**src/rtl/stack_ctrl_if.sv**
```systemverilog
// Command handshake between the stack datapath sequencer and stack_ctrl.
// The master presents a command; the slave (stack_ctrl) signals readiness.
interface stack_ctrl_if #(
  parameter int CW = 4
);
  logic          cmd_valid;
  logic [1:0]    cmd_op;
  logic [CW-1:0] load_count;
  logic          cmd_ready;

  modport master (
    output cmd_valid,
    output cmd_op,
    output load_count,
    input  cmd_ready
  );

  modport slave (
    input  cmd_valid,
    input  cmd_op,
    input  load_count,
    output cmd_ready
  );
endinterface

```
**src/rtl/stack_ctrl.sv**
```systemverilog
// Sequencing controller for a stack built from parallel-load shift registers.
// Flushes the non-resettable slice array after reset, then accepts
// push/pop/load commands one at a time, tracks depth and flags errors.
// The op encoding equals the slice sel encoding (01 load, 10 shl, 11 shr),
// so during EXEC the latched op drives sel directly.
module stack_ctrl #(
  parameter int DEPTH = 8,
  parameter int CW    = 4
) (
  input  logic          clk,
  input  logic          rst,
  stack_ctrl_if.slave   cmd,
  output logic          sel1,
  output logic          sel0,
  output logic          ILeft,
  output logic          IRight,
  output logic [CW-1:0] count,
  output logic          full,
  output logic          empty,
  output logic          err
);

  localparam logic [CW-1:0] DEPTH_C = CW'(DEPTH);
  localparam logic [CW-1:0] FL_INIT = CW'(DEPTH - 1);

  typedef enum logic [1:0] {
    OP_NOP  = 2'b00,
    OP_LOAD = 2'b01,
    OP_PUSH = 2'b10,
    OP_POP  = 2'b11
  } op_t;

  typedef enum logic [1:0] {
    S_INIT = 2'b00,
    S_IDLE = 2'b01,
    S_EXEC = 2'b10
  } state_t;

  state_t        state_q, state_d;
  op_t           op_q, op_d;
  op_t           op_in;
  logic [CW-1:0] load_q, load_d;
  logic [CW-1:0] fl_q, fl_d;
  logic [CW-1:0] count_q, count_d;
  logic          err_q, err_d;
  logic          ready_c;
  logic [1:0]    sel_c;

  assign op_in = op_t'(cmd.cmd_op);

  // Next-state, counter updates, and output decode from registered state.
  always_comb begin
    // NOTE: every variable gets a default first so no path leaves one unassigned,
    // which would infer a latch.
    state_d = state_q;
    op_d    = op_q;
    load_d  = load_q;
    fl_d    = fl_q;
    count_d = count_q;
    err_d   = 1'b0;
    ready_c = 1'b0;
    sel_c   = 2'b00;

    case (state_q)
      S_INIT: begin
        // Shift right with zero fill clears the uninitialised slice bits.
        sel_c = 2'b11;
        if (fl_q == '0) state_d = S_IDLE;
        else            fl_d    = fl_q - 1'b1;
      end

      S_IDLE: begin
        ready_c = 1'b1;
        if (cmd.cmd_valid) begin
          case (op_in)
            OP_PUSH: begin
              if (full) err_d = 1'b1;
              else begin
                op_d    = OP_PUSH;
                state_d = S_EXEC;
              end
            end
            OP_POP: begin
              if (empty) err_d = 1'b1;
              else begin
                op_d    = OP_POP;
                state_d = S_EXEC;
              end
            end
            OP_LOAD: begin
              if (cmd.load_count > DEPTH_C) err_d = 1'b1;
              else begin
                op_d    = OP_LOAD;
                load_d  = cmd.load_count;
                state_d = S_EXEC;
              end
            end
            default: ;  // nop: accepted, no effect
          endcase
        end
      end

      S_EXEC: begin
        sel_c   = op_q;
        state_d = S_IDLE;
        case (op_q)
          OP_PUSH: count_d = count_q + 1'b1;
          OP_POP:  count_d = count_q - 1'b1;
          OP_LOAD: count_d = load_q;
          default: ;
        endcase
      end

      default: state_d = S_INIT;
    endcase
  end

  // State and datapath registers with synchronous reset.
  always_ff @(posedge clk) begin
    // NOTE: sequential state uses non-blocking assignments so every register
    // samples the pre-edge values regardless of statement order.
    if (rst) begin
      state_q <= S_INIT;
      op_q    <= OP_NOP;
      load_q  <= '0;
      fl_q    <= FL_INIT;
      count_q <= '0;
      err_q   <= 1'b0;
    end else begin
      state_q <= state_d;
      op_q    <= op_d;
      load_q  <= load_d;
      fl_q    <= fl_d;
      count_q <= count_d;
      err_q   <= err_d;
    end
  end

  assign cmd.cmd_ready = ready_c;
  assign sel1          = sel_c[1];
  assign sel0          = sel_c[0];
  assign ILeft         = 1'b0;
  assign IRight        = 1'b0;
  assign count         = count_q;
  assign full          = (count_q == DEPTH_C);
  assign empty         = (count_q == '0);
  assign err           = err_q;

endmodule
```
**src/flat_wrapper.sv**
```systemverilog
// flat-port wrapper written by rule: the top's interface ports become plain ports
module stack_ctrl_flat 
#(
  parameter int DEPTH = 8,
  parameter int CW    = 4
)
  (clk, rst, sel1, sel0, ILeft, IRight, count, full, empty, err, cmd_cmd_valid, cmd_cmd_op, cmd_load_count, cmd_cmd_ready);
  stack_ctrl_if #(.CW(CW)) cmd_i ();
  input  logic clk;
  input  logic rst;
  output logic sel1;
  output logic sel0;
  output logic ILeft;
  output logic IRight;
  output logic [CW-1:0] count;
  output logic full;
  output logic empty;
  output logic err;
  input wire logic [$bits(cmd_i.cmd_valid)-1:0] cmd_cmd_valid;
  input wire logic [$bits(cmd_i.cmd_op)-1:0] cmd_cmd_op;
  input wire logic [$bits(cmd_i.load_count)-1:0] cmd_load_count;
  output wire logic [$bits(cmd_i.cmd_ready)-1:0] cmd_cmd_ready;
  assign cmd_i.cmd_valid = cmd_cmd_valid;
  assign cmd_i.cmd_op = cmd_cmd_op;
  assign cmd_i.load_count = cmd_load_count;
  assign cmd_cmd_ready = cmd_i.cmd_ready;
  stack_ctrl #(.DEPTH(DEPTH), .CW(CW)) u_core (.clk(clk), .rst(rst), .cmd(cmd_i), .sel1(sel1), .sel0(sel0), .ILeft(ILeft), .IRight(IRight), .count(count), .full(full), .empty(empty), .err(err));
endmodule
```
**config.mk**
```make
export PLATFORM = sky130hd
export DESIGN_NAME = stack_ctrl_flat
export DESIGN_NICKNAME = d
export VERILOG_FILES = /design/src/rtl/stack_ctrl_if.sv /design/src/rtl/stack_ctrl.sv /design/src/flat_wrapper.sv
export SDC_FILE = /design/constraint.sdc
export NUM_CORES = 1
export LEC_CHECK = 0
export ABC_CLOCK_PERIOD_IN_PS = 2350
export BUFFER_PORTS_ARGS = -buffer_cell sky130_fd_sc_hd__buf_2
export CAP_MARGIN = 20
export CELL_PAD_IN_SITES_DETAIL_PLACEMENT = 2
export CELL_PAD_IN_SITES_GLOBAL_PLACEMENT = 2
export CORE_UTILIZATION = 33
export CTS_BUF_LIST = sky130_fd_sc_hd__clkbuf_4 sky130_fd_sc_hd__clkbuf_8 sky130_fd_sc_hd__clkbuf_16
export CTS_CLUSTER_DIAMETER = 150
export CTS_CLUSTER_SIZE = 30
export DETAILED_ROUTE_END_ITERATION = 7
export GPL_TIMING_DRIVEN = 1
export PLACE_DENSITY = 0.87
export SETUP_SLACK_MARGIN = 0.02
export SYNTH_ARGS = -nofsm -noshare
export SYNTH_HDL_FRONTEND = slang
export SYNTH_SLANG_ARGS = --single-unit
export TNS_END_PERCENT = 5
```
**constraint.sdc**
```tcl
create_clock -name clk -period 2.35 [get_ports clk]
set_clock_uncertainty 0.05 [all_clocks]
set_input_delay 0.235 -clock clk [delete_from_list [all_inputs] [get_ports clk]]
set_output_delay 0.235 -clock clk [all_outputs]
set_load 0.01 [all_outputs]
```
After elaboration in Yosys (flattened, before gate mapping)
Index checks and enable logic that the tools add are counted.

word-level totals
  bits in registers = 17
  bits in latches = 0
  RAM bits = 0
  memory bits (read-only) = 0
  output and inout port bits = 12
  memories = 0

operators by class
  $add $sub $neg = 3
  $mul = 0
  div/mod/pow operators = 0
  order comparisons = 1
  equality and inequality tests = 18
  shifts and indexed selects = 0
  mux-type cells = 17
  bitwise logic cells = 4
  reduce and logical (&&, ||, !) cells = 11

operators by type and width
  cell                                                                   count
  2-bit one-hot mux with 3 select lines                                  3
  2-bit 2-to-1 mux                                                       7
  4-bit one-hot mux with 3 select lines                                  1
  6-bit AND reduction                                                    2
  2-bit equality test, second input constant                             5
  3-bit != test, second input constant                                   3
  4-bit zero test                                                        2
  2-bit != test, second input constant                                   4
  4-bit by 1-bit subtractor with 4-bit output, second input constant     2
  2-bit by 1-bit equality test with 1-bit output, second input constant  3
  3-bit nonzero test                                                     2
  4-bit by 1-bit adder with 4-bit output, second input constant          1
  4-bit equality test, second input constant                             1
  4-bit > comparator, second input constant                              1
  1-bit 2-to-1 mux                                                       4
  4-bit by 3-bit != test with 1-bit output, second input constant        1
  1-bit inverter                                                         4
  2-bit one-hot mux with 2 select lines                                  1
  2-bit AND reduction                                                    2
  4-bit AND reduction                                                    1
  1-bit one-hot mux with 3 select lines                                  1
  3-bit OR reduction                                                     1
  2-bit zero test                                                        1
  2-bit by 1-bit != test with 1-bit output, second input constant        1

Logic depth before layout (Yosys ltp)
  word-level depth = 5
  gate-level depth with buffers = 7
  depth with buffers taken out = 7

Worst setup path after synthesis
No wires, ideal clock.

  kind = reg2reg
  start = reg u_core.op_q[0]
  end = reg u_core.count_q[1] (netlist: u_core.count[1])
  library setup time = 0.128 ns
  arrival time = 1.398 ns
  required time = 2.172 ns
  path slack = 0.774 ns
  cell stages (with the launch flop) = 7
  period minus slack after synthesis = 1.576 ns
  cells stage by stage = dfxtp_1 nand2_1 xnor2_1 ha_1 mux2_1 mux2i_1 nor2_1

between the ends
  word-level cells in the longest chain between the ends = 3
  elaborated cells on any way between the ends = 6
  classes of those cells = eq/ne (3); mux (1); reduce/logical (2)

RTL lines
  element                                                                                RTL line           text
  start: declaration                                                                     stack_ctrl.sv:40   op_t op_q, op_d;
  start signal: assignment                                                               stack_ctrl.sv:131  op_q <= op_d;
  2-bit equality test or 2-bit by 1-bit equality test with 1-bit output (tied branches)  stack_ctrl.sv:106  case (op_q)
  3-bit nonzero test (no source line)                                                    -
  2-bit AND reduction (no source line)                                                   -
  end signal: assignment                                                                 stack_ctrl.sv:134  count_q <= count_d;
  end: declaration                                                                       stack_ctrl.sv:44   logic [CW-1:0] count_q, count_d;

Parallel ways exist; a longest one is shown, timed or not.
A chain may end at the register's enable or synchronous reset.

Final worst setup path
Same ends and word-level chain as after synthesis.

==> flow_summary.toml <==
[status]
status = "completed"

[clock_tree]
clock_path_buffers = 2
clk_pin_slew_ns = 0.12
cts_tree = "yes"
hold_buffers = 0
htree_levels = 1
cts_setup_buffers = 0
clkSinkCount = 17
cts_resized = 0
worstSkewPairLatency_ns = 0.30
tritoncts.num_buffers = 3
root_buffer = "clkbuf_4"

[sta]
period_minus_slack_ns = 1.751
tightest_slew_ns = 0.4959
slew_headroom_pct = 66.65
rsz0062_at_grt = "no"
finalMaxSlewViolations = 0
fmax_mhz = 571.0
hold_viol_final = 0
setup_viol = 0
finalCritPeriodShare_pct = 74.52
tns_ns = 0
fin_ws_ns = 0.5988

[routing]
wl_um = 2544
drc = 0
vias = 831
avgRoutedWirePerCell_um = 16.20
first_pass_iters = 4
via_per_inst = 5.293
detail-route-antenna-nets = 0
drt_iter0_drc = 5

[final_layout]
final_common_cell = "buf_2"
layout-drive-gt1-share_pct = 21.26
diodes = 0
seq_area_um2 = 340.3
syn_to_final_growth_pct = 14.71
multiInputGateArea_um2 = 549.3
fin_util_pct = 41.42
layout_common_cells = "buf_2 (18), dfxtp_1 (17), nor2_1 (12)"
nNetsFinal = 139
fill_cells = 317

[grt]
grt_max_degree = 21
grt-ovfl-total = 0
grt_first_pass_wirelength_um = 4133
antenna_found_initial = 0
grt_pass1_vias = 872
grtUsageTotal_pct = 20.23

[hold_path]
whs_endpoint = "u_core.state_q[0]$_SDFFE_PP0P_"
hold_start = "cmd_cmd_valid"
hold_class = "in2reg"
holdPathStages = 2

[critical_path]
critPathCaptureType = "register"
cpPeakStageDelay_ns = 0.47
required_ns = 2.50
crit_type = "reg2reg"
r2r_cells = 6
rrSetupSlack_ns = 0.60
slowest_stage = "dfxtp_1"
r2r_end = "u_core.count[1]$_SDFFE_PP0P_"
start_kind = "register"
reg2reg_from = "u_core.op_q[0]$_SDFFE_PP0P_"
cp_cell_sequence = "nand2_1 -> xnor2_1 -> ha_1 -> mux2_1 -> mux2i_1 -> nor2_1"
cp_max_fo = 7
worstPathArrival_ns = 1.90

[placed_design]
hpwlAfterDp_um = 1881
dp_slack_ns = 0.5886
routabilityCongestion = 0.7925
port_buffers = 18

[synthesis]
avgSynthCellArea_um2 = 8.585
synthCells = 108
ys_warn_count = 0
ys_ff_latch = 17
synth_area_um2 = 927.1
yosysSeqAreaShare_pct = 36.71
synth_cell_types = 33

[floorplan]
fp.dieH_um = 55.01
rows = 18
die_width_um = 55.01
fp.dieArea_mm2 = 0.003026
core_mm2 = 0.002567
start_util_pct = 36.11
ios = 21

[power]
leakage_nw = 0.4727
irDropWorstVdd_uv = 288.6
power_density_mw_per_mm2 = 481.4

[run]
drv_cap = 0
cells by family after synthesis:
group | synth area share [%]
buf+inv | 4.452
compound gates | 13.77
other cells | 0.4045
simple gates | 25.10
xor+xnor | 5.668
fa+ha+maj | 2.699
flops | 36.71
mux | 11.20
Yosys cell counts (all sizes together):
cell	instances	area, um^2
inv	5	18.76
and3b	1	8.760
nor4b	1	8.760
ha	2	25.02
nor2b	5	31.28
or3	1	11.26
nor3	3	15.01
clkbuf	2	7.510
a21oi	8	40.04
or4	1	7.510
or3b	1	8.760
mux2i	8	92.59
xor2	2	17.52
xnor2	4	35.03
nand3	2	10.01
conb	1	3.750
nor2	12	45.04
nand2b	5	31.28
nand2	8	30.03
o21ai	5	28.78
mux2	1	11.26
a211o	2	17.52
dfxtp	17	340.3
or2	1	6.260
buf	2	15.01
a31oi	3	18.77
nand4	2	18.77
a211oi	2	15.01
o31ai	1	7.510
cell type report:
type	count	share of cell area, %
well taps	30	3.529
multi-input cells	83	51.65
inverters	5	1.765
clock inverters	1	0.4706
clock buffers	3	2.118
repair buffers	18	8.471
flip-flops and latches	17	32.00
report_power, final:
part	internal (mW)	switching, mW	leakage, nW
logic	0.0192	0.0267	0.317
registers	0.294	0.00494	0.138
clock network	0.0634	0.104	0.0177
total	0.376	0.136	0.473
per-stage QoR:
stage	hold WS, ns	power (mW)	instances	area, um^2
after floorplan	0.2905	0.3355	109	930.9
after global placement	0.4225	0.3470	153	1036
after detailed placement	0.4246	0.3503	153	1036
after CTS	0.1175	0.5172	157	1064
after global routing	0.1155	0.5387	157	1064
final	0.1248	0.5120	157	1064
routing by layer:
layer  vias up  track usage, %  share of wire, %
met5         -               0                 0
met4         0           7.500               1.1
met3         4           3.552               2.9
met2        16           36.75                51
met1       399           23.36                45
li1        412               -                 -
worst max path at each step:
| stage | from | end | cells past startpoint |
|---|---|---|---|
| after detailed placement | u_core.op_q[0]$_SDFFE_PP0P_ | u_core.count[2]$_SDFFE_PP0P_ | 7 |
| final | u_core.op_q[0]$_SDFFE_PP0P_ | u_core.count[1]$_SDFFE_PP0P_ | 6 |
| after global routing | u_core.op_q[0]$_SDFFE_PP0P_ | u_core.count[2]$_SDFFE_PP0P_ | 7 |
| after global placement | u_core.op_q[0]$_SDFFE_PP0P_ | u_core.count[1]$_SDFFE_PP0P_ | 6 |
| after CTS | u_core.op_q[0]$_SDFFE_PP0P_ | u_core.count[2]$_SDFFE_PP0P_ | 7 |
| after floorplan | u_core.op_q[0]$_SDFFE_PP0P_ | u_core.count[1]$_SDFFE_PP0P_ | 6 |
worst max-delay path: cells and delay by family (launching register included):
kind,cells,cell delay (ns)
simple gates,2,0.25
fa+ha+maj,1,0.28
flops,1,0.47
xor+xnor,1,0.17
mux,2,0.44
sequential cells by signal (all words and copies together), names as in the netlist:
signal	cells
u_core.state_q	2
u_core.op_q	2
u_core.count	4
u_core.fl_q	4
u_core.err	1
u_core.load_q	4
(Power assumes the default switching activity.)
